==> config.mk <==
export PLATFORM = sky130hd
export DESIGN_NAME = mem_arbiter
export DESIGN_NICKNAME = d
export VERILOG_FILES = /design/src/rtl/mem_arbiter.sv
export SDC_FILE = /design/constraint.sdc
export NUM_CORES = 1
export LEC_CHECK = 0
export ABC_CLOCK_PERIOD_IN_PS = 2000
export BUFFER_PORTS_ARGS = -buffer_cell sky130_fd_sc_hd__buf_2
export CAP_MARGIN = 20
export CORE_MARGIN = 2
export CORE_UTILIZATION = 45
export CTS_BUF_LIST = sky130_fd_sc_hd__clkbuf_16
export CTS_CLUSTER_DIAMETER = 120
export CTS_CLUSTER_SIZE = 8
export DETAILED_ROUTE_END_ITERATION = 10
export PLACE_DENSITY = 0.85
export REMOVE_ABC_BUFFERS = 1
export SETUP_SLACK_MARGIN = 0.1
export SKIP_LAST_GASP = 1
export SYNTH_ARGS = -nofsm -noshare
export SYNTH_HDL_FRONTEND = slang
export SYNTH_SLANG_ARGS = --single-unit
export TNS_END_PERCENT = 50
==> constraint.sdc <==
create_clock -name clk -period 2 [get_ports clk]
set_input_delay 0.2 -clock clk [delete_from_list [all_inputs] [get_ports clk]]
set_output_delay 0.2 -clock clk [all_outputs]
set_load 0.02 [all_outputs]
==> src/rtl/mem_arbiter.sv <==
// Single-port memory arbiter between instruction fetch and load/store, with lane
// select and load extension. Define MEM_ARB_MISALIGN_TRAP_EN to flag misaligned data accesses.
module mem_arbiter #(
   parameter int AW      = 32,
   parameter int MEM_LAT = 2
) (
   input  logic          clk,
   input  logic          rst,
   input  logic          if_req_i,
   input  logic [AW-1:0] if_addr_i,
   output logic          if_ready_o,
   output logic [31:0]   if_rdata_o,
   input  logic          d_req_i,
   input  logic          d_we_i,
   input  logic [AW-1:0] d_addr_i,
   input  logic [31:0]   d_wdata_i,
   input  logic [1:0]    d_type_i,
   input  logic          d_sign_i,
   output logic          d_ready_o,
   output logic [31:0]   d_rdata_o,
   output logic          d_misalign_o,
   output logic          mem_en_o,
   output logic          mem_we_o,
   output logic [3:0]    mem_be_o,
   output logic [AW-1:0] mem_addr_o,
   output logic [31:0]   mem_wdata_o,
   input  logic [31:0]   mem_rdata_i,
   output logic          stall_o
);
   typedef enum logic [1:0] {IDLE, ACC, RESP} state_t;
   localparam int CW = $clog2(MEM_LAT + 1);

   state_t          state_reg, state_next;
   logic [CW-1:0]   count_reg, count_next;
   logic [AW-1:0]   addr_reg, addr_next;
   logic            we_reg, we_next;
   logic [3:0]      be_reg, be_next;
   logic [31:0]     wdata_reg, wdata_next;
   logic [1:0]      type_reg, type_next;
   logic            sign_reg, sign_next;
   logic            gnt_d_reg, gnt_d_next;    // 1 = data port owns the access
   logic            last_d_reg, last_d_next;  // 1 = data port was served last
   logic            if_ready_reg, if_ready_next;
   logic            d_ready_reg, d_ready_next;
   logic [31:0]     if_rdata_reg, if_rdata_next;
   logic [31:0]     d_rdata_reg, d_rdata_next;
   logic            grant_d;
   logic [3:0]      lane_be;
   logic [31:0]     lane_wdata;
`ifdef MEM_ARB_MISALIGN_TRAP_EN
   logic            misalign_reg, misalign_next;
   logic            misaligned;
`endif

   function automatic logic [31:0] extend(input logic [31:0] w, input logic [1:0] t,
                                          input logic s, input logic [1:0] o);
      logic [7:0]  b;
      logic [15:0] h;
      b = w[{o, 3'b000} +: 8];
      h = o[1] ? w[31:16] : w[15:0];
      case (t)
         2'b01:   extend = {{24{s & b[7]}}, b};
         2'b10:   extend = {{16{s & h[15]}}, h};
         default: extend = w;
      endcase
   endfunction

   always_comb begin
      state_next    = state_reg;
      count_next    = count_reg;
      addr_next     = addr_reg;
      we_next       = we_reg;
      be_next       = be_reg;
      wdata_next    = wdata_reg;
      type_next     = type_reg;
      sign_next     = sign_reg;
      gnt_d_next    = gnt_d_reg;
      last_d_next   = last_d_reg;
      if_ready_next = 1'b0;
      d_ready_next  = 1'b0;
      if_rdata_next = if_rdata_reg;
      d_rdata_next  = d_rdata_reg;
      grant_d       = d_req_i & (~if_req_i | ~last_d_reg);
      case (d_type_i)
         2'b01: begin
            lane_be    = 4'b0001 << d_addr_i[1:0];
            lane_wdata = {4{d_wdata_i[7:0]}};
         end
         2'b10: begin
            lane_be    = d_addr_i[1] ? 4'b1100 : 4'b0011;
            lane_wdata = {2{d_wdata_i[15:0]}};
         end
         default: begin
            lane_be    = 4'b1111;
            lane_wdata = d_wdata_i;
         end
      endcase
`ifdef MEM_ARB_MISALIGN_TRAP_EN
      misalign_next = misalign_reg;
      misaligned    = ((d_type_i == 2'b10) & d_addr_i[0]) |
                      ((d_type_i[0] == d_type_i[1]) & (d_addr_i[1:0] != 2'b00));
`endif

      case (state_reg)
         IDLE: begin
            if (if_req_i | d_req_i) begin
               gnt_d_next = grant_d;
               state_next = ACC;
               count_next = CW'(MEM_LAT - 1);
               if (grant_d) begin
                  addr_next  = d_addr_i;
                  we_next    = d_we_i;
                  be_next    = lane_be;
                  wdata_next = lane_wdata;
                  type_next  = d_type_i;
                  sign_next  = d_sign_i;
               end else begin
                  addr_next  = if_addr_i;
                  we_next    = 1'b0;
                  be_next    = 4'b1111;
                  wdata_next = 32'h0;
                  type_next  = 2'b00;
                  sign_next  = 1'b0;
               end
`ifdef MEM_ARB_MISALIGN_TRAP_EN
               // Misaligned data access: answer immediately, never touch memory.
               if (grant_d && misaligned) begin
                  state_next    = RESP;
                  count_next    = '0;
                  d_ready_next  = 1'b1;
                  d_rdata_next  = 32'h0;
                  misalign_next = 1'b1;
               end
`endif
            end
         end
         ACC: begin
            count_next = count_reg - 1'b1;
            if (count_reg == '0) begin
               count_next = '0;
               state_next = RESP;
               if (gnt_d_reg) begin
                  d_ready_next = 1'b1;
                  d_rdata_next = we_reg ? 32'h0
                                        : extend(mem_rdata_i, type_reg, sign_reg, addr_reg[1:0]);
               end else begin
                  if_ready_next = 1'b1;
                  if_rdata_next = mem_rdata_i;
               end
            end
         end
         RESP: begin
            last_d_next = gnt_d_reg;
            state_next  = IDLE;
`ifdef MEM_ARB_MISALIGN_TRAP_EN
            misalign_next = 1'b0;
`endif
         end
         default: state_next = IDLE;
      endcase
   end

   always_ff @(posedge clk) begin
      if (rst) begin
         state_reg    <= IDLE;
         count_reg    <= '0;
         addr_reg     <= '0;
         we_reg       <= 1'b0;
         be_reg       <= 4'b0000;
         wdata_reg    <= 32'h0;
         type_reg     <= 2'b00;
         sign_reg     <= 1'b0;
         gnt_d_reg    <= 1'b0;
         last_d_reg   <= 1'b0;
         if_ready_reg <= 1'b0;
         d_ready_reg  <= 1'b0;
         if_rdata_reg <= 32'h0;
         d_rdata_reg  <= 32'h0;
`ifdef MEM_ARB_MISALIGN_TRAP_EN
         misalign_reg <= 1'b0;
`endif
      end else begin
         state_reg    <= state_next;
         count_reg    <= count_next;
         addr_reg     <= addr_next;
         we_reg       <= we_next;
         be_reg       <= be_next;
         wdata_reg    <= wdata_next;
         type_reg     <= type_next;
         sign_reg     <= sign_next;
         gnt_d_reg    <= gnt_d_next;
         last_d_reg   <= last_d_next;
         if_ready_reg <= if_ready_next;
         d_ready_reg  <= d_ready_next;
         if_rdata_reg <= if_rdata_next;
         d_rdata_reg  <= d_rdata_next;
`ifdef MEM_ARB_MISALIGN_TRAP_EN
         misalign_reg <= misalign_next;
`endif
      end
   end

   // Memory-side signals are gated so they read zero outside an access.
   assign mem_en_o    = (state_reg == ACC);
   assign mem_we_o    = mem_en_o & we_reg & (count_reg == CW'(MEM_LAT - 1));
   assign mem_be_o    = mem_en_o ? be_reg : 4'b0000;
   assign mem_addr_o  = mem_en_o ? {addr_reg[AW-1:2], 2'b00} : '0;
   assign mem_wdata_o = mem_en_o ? wdata_reg : 32'h0;
   assign if_ready_o  = if_ready_reg;
   assign if_rdata_o  = if_rdata_reg;
   assign d_ready_o   = d_ready_reg;
   assign d_rdata_o   = d_rdata_reg;
`ifdef MEM_ARB_MISALIGN_TRAP_EN
   assign d_misalign_o = misalign_reg;
`else
   assign d_misalign_o = 1'b0;
`endif
   assign stall_o = (if_req_i & ~if_ready_o) | (d_req_i & ~d_ready_o);
endmodule
# Word level (Yosys, flattened, before mapping)
# Index checks and enable logic that the tools add are counted.
# classes
n_addsub,1
multipliers,0
n_div,0
order_cmp,0
eq_ne,9
shift,2
muxes,22
n_bitwise,17
n_reduce_logical,9
# ops
operator,count
32-bit 2-to-1 mux,5
32-bit one-hot mux with 2 select lines,2
32-bit by 6-bit indexed part select with 8-bit output,1
16-bit 2-to-1 mux,1
4-bit 2-to-1 mux,3
2-bit by 1-bit equality test with 1-bit output (second input constant),4
2-bit 2-to-1 mux,4
2-bit one-hot mux with 2 select lines,2
4-bit one-hot mux with 2 select lines,1
1-bit AND,7
1-bit NOT,7
2-bit equality test (second input constant),3
2-bit AND reduction,3
3-bit AND reduction,2
2-bit zero test,2
1-bit 2-to-1 mux,4
1-bit by 2-bit << shifter with 4-bit output (first input constant),1
1-bit bitwise OR,3
3-bit OR reduction,1
2-bit by 1-bit != test with 1-bit output (second input constant),1
2-bit != test (second input constant),1
2-bit nonzero test,1
2-bit by 1-bit subtractor with 2-bit output (second input constant),1
# totals
reg_bits,144
latchBits,0
ramBits,0
romBits,0
inputBits,136
output_inout_bits,138
word_cells,74
memories,0

# Logic depth before layout (Yosys ltp)
# depth
ltp_word,4
ltp_mapped,8
ltp_nobuf,6

# Least setup slack after synthesis
# Ideal clock, no wire load.
# synth_path
path_kind,reg-to-reg
startpoint,register type_reg[1]
endpoint,"register d_rdata_reg[0], in the netlist d_rdata_o[0]"
setup_time_ns,0.117
arrival_ns,1.628
required_ns,1.883
slack_ns,0.255
path_stages_with_launch,9
n_path_buf,2
synth_period_minus_slack_ns,1.745
cell_sequence,dfxtp_1 inv_1 ha_1 and2_1 buf_2 nor2b_1 buf_2 a211o_1 a32o_1
# synth_via
elab_chain_len,3
elab_cells_between_ends,4
classes_between,2 x eq/ne; 2 x mux
# synth_lines
element,line_no,source
start: declaration,39,"logic [1:0] type_reg, type_next;"
start signal: assignment,189,type_reg <= type_next;
2-bit equality test or 2-bit by 1-bit equality test with 1-bit output (tied branches),61,case (t)
32-bit one-hot mux with 2 select lines (*),61,
32-bit 2-to-1 mux (*),144,d_rdata_next = we_reg ? 32'h0
end signal: assignment,196,d_rdata_reg <= d_rdata_next;
end: declaration,46,"logic [31:0] d_rdata_reg, d_rdata_next;"
# Mark *: on every way between the ends. The rest lies on a longest branch, timed or not.
# A chain may end at the register's enable or synchronous reset.

# Final worst setup path
# layout_path
startpoint,register state_reg[1]
endpoint,output port mem_wdata_o[5]
# layout_via
elab_chain_len,2
# layout_lines
element,line_no,source
start: declaration,33,"state_t state_reg, state_next;"
start signal: assignment,183,state_reg <= state_next;
2-bit by 1-bit equality test with 1-bit output,204,assign mem_en_o = (state_reg == ACC);
32-bit 2-to-1 mux,208,assign mem_wdata_o = mem_en_o ? wdata_reg : 32'h0;
end: declaration,26,"output logic [31:0] mem_wdata_o,"
# No other way between the ends.

==> metrics.cfg <==
[run_status]
status = finished, final reports clean

[routing]
vias = 6786
firstDrtPassIters = 5
ant_nets = 0
routed_wl_mm = 21.1
drt_iter0_markers = 539
drc = 0
avgRoutedWirePerCell_um = 16.9
vias_per_cell = 5.45

[yosys]
yosys.area.top_type = dfxtp_1
ys_ff_latch = 144
synth.top_cell.area_share = 0.440
async_flop_share = 0
synthFlopType = dfxtp_1
ys_warn_count = 0
avgSynthCellArea_um2 = 8.12
synth_edf_count = 0
yosysUniqueCellTypes = 45
synthTopCellsByArea = dfxtp_1, nand2_1, and2_1
seq_area_frac_synth = 0.440
synth_cells = 806
syn_area_um2 = 6550

[sta]
worstMarginPinSlew_ps = 580
finalSetupViolations = 0
slew_headroom = 0.610
rsz0062_at_grt = no
skew_ps = 10.6
drv_slew = 0
max_freq_mhz = 534
finalCritPeriodShare = 0.936
finalHoldViolCount = 0
setup_ws_ps = 127
period_needed_ps = 1870
setup-tns-final_ps = 0

[critical_path]
required_ps = 1800
criticalPathCategory = reg -> out
worstPathArrival_ps = 1670
worstSetupStartpointType = flop
endpoint_kind = output pin
timing.rr.start = type_reg[0]$_SDFFE_PP0P_
critPathCapture = mem_wdata_o[5]
worst-path-max-fanout = 17
r2r-end = d_rdata_o[11]$_SDFFE_PP0P_
reg2reg_slack_ps = 200
reg2regPathDepth = 7
cp-startpoint = state_reg[1]$_SDFFE_PP0P_

[clock_tree]
cts_buffer_depth = 2
cts_hold_buf = 0
clock_latency_ps = 420
cts_inserted_buffers = 17
cts_tree = built
root_buffer = clkbuf_16
clkTransAtPathRegs_ps = 60
cts-htree-levels = 4
cts_sinks = 144

[floorplan]
fp-row-count = 44
pin_count = 274
die_w_um = 125
initial_utilization = 0.456
dieArea_um2 = 15500
die_h_um = 125
core_area_um2 = 14400

[cells_and_area]
syn_to_final_growth_pct = 33.8
mostFrequentLayoutCells = buf_2, nand2_1, dfxtp_1
nFillCells = 1250
drive_gt1_frac = 0.325
post-route-cell-area_um2 = 8760
regArea_um2 = 2890
final_common_cell = buf_2
multi_input_area_um2 = 3320
fin_nets = 1188

[power]
ir_drop_mv = 0.532
power_w = 0.00798
p_per_area_nw_per_um2 = 911
power_leakage_nw = 4.09

[place]
dp_hpwl_mm = 14.5
io_buffers = 270
place_ws_ps = 154
dpl-instance-area_um2 = 8060
gp_congestion = 0.901

[min_path]
hold_class = in -> reg
holdPathStages = 3

[grt]
grt_pass1_wl_mm = 32.5
grt_pass1_vias = 6405
grt_overflow_total = 0
grt_max_degree = 95
grt_usage = 0.261
antenna_found_initial = 2

[run]
maxCapViolCount = 0

[where the power goes]
part	internal [W]	total, W	leakage, nW	switching, W
logic	0.000600	0.00153	2.61	0.000928
registers	0.00308	0.00319	1.18	0.000113
clock network	0.00206	0.00326	0.299	0.00120
total	0.00574	0.00798	4.09	0.00224
[worst max-delay path: stages (launching register included)]
cell and delay (ps):
dfxtp_2 350, nand2b_2 230, inv_4 150, buf_12 160
and2_1 170, buf_2 170
[kinds of logic after synthesis]
| logic type | after synthesis | share of synthesized area |
|---|---|---|
| AO/OA/AOI/OAI | 210 | 0.231 |
| other | 1 | 0.000573 |
| buffers and inverters | 82 | 0.0566 |
| adder cells (fa/ha/maj) | 4 | 0.00764 |
| multiplexers | 10 | 0.0170 |
| flip-flops | 144 | 0.440 |
| AND/OR/NAND/NOR | 355 | 0.247 |
[final cells by class]
type | instances | share of cell area
antenna | 1 | 0.000286
clock buffer | 17 | 0.0486
clock inverter | 15 | 0.0201
inverter | 8 | 0.00371
multi-input combinational | 582 | 0.379
sequential | 144 | 0.329
tap | 184 | 0.0263
timing repair buffer | 295 | 0.192
[how the worst min path moves through the flow]
stage / start / end
after floorplan: rst / if_rdata_o[0]$_SDFFE_PP0P_
final: d_sign_i / sign_reg$_SDFFE_PP0P_
after CTS: d_sign_i / sign_reg$_SDFFE_PP0P_
after detailed placement: wdata_reg[8]$_SDFFE_PP0P_ / wdata_reg[8]$_SDFFE_PP0P_
after global routing: d_sign_i / sign_reg$_SDFFE_PP0P_
after global placement: d_sign_i / sign_reg$_SDFFE_PP0P_
[synth_stat cells, types with 8 or more instances]
library cell / instances
a21oi_1: 55
a221o_1: 16
a221oi_1: 8
a22oi_1: 20
a311oi_1: 32
a32o_1: 15
and2_1: 69
buf_2: 19
buf_4: 8
clkbuf_1: 44
dfxtp_1: 144
inv_1: 8
mux2_2: 9
nand2_1: 177
nand2b_1: 13
nor2_1: 69
nor3_1: 11
o21ai_0: 28
o21ai_1: 13
[through the flow]
stage,std cells,hold WS (ps),utilization
after detailed placement,1209,444,0.561
after CTS,1242,5.14,0.605
after floorplan,734,269,-
final,1246,19.9,0.610
after global routing,1246,19.6,0.610
after global placement,1209,435,0.561
[per-layer routing]
metal	wire [um]	up-vias	track usage
li1	-	3278	-
met1	8340	3128	0.303
met2	10500	337	0.455
met3	1690	41	0.0709
met4	580	2	0.103
met5	13	-	0
[timing repair]
item / CTS / global route
cloned: 1 / 2
setup buffers: 0 / 1
setup endpoints to repair: 63 / 97
pin swaps: 0 / 0
gates resized for setup: 3 / 6
Note: power is estimated with default switching activity, not from simulation.
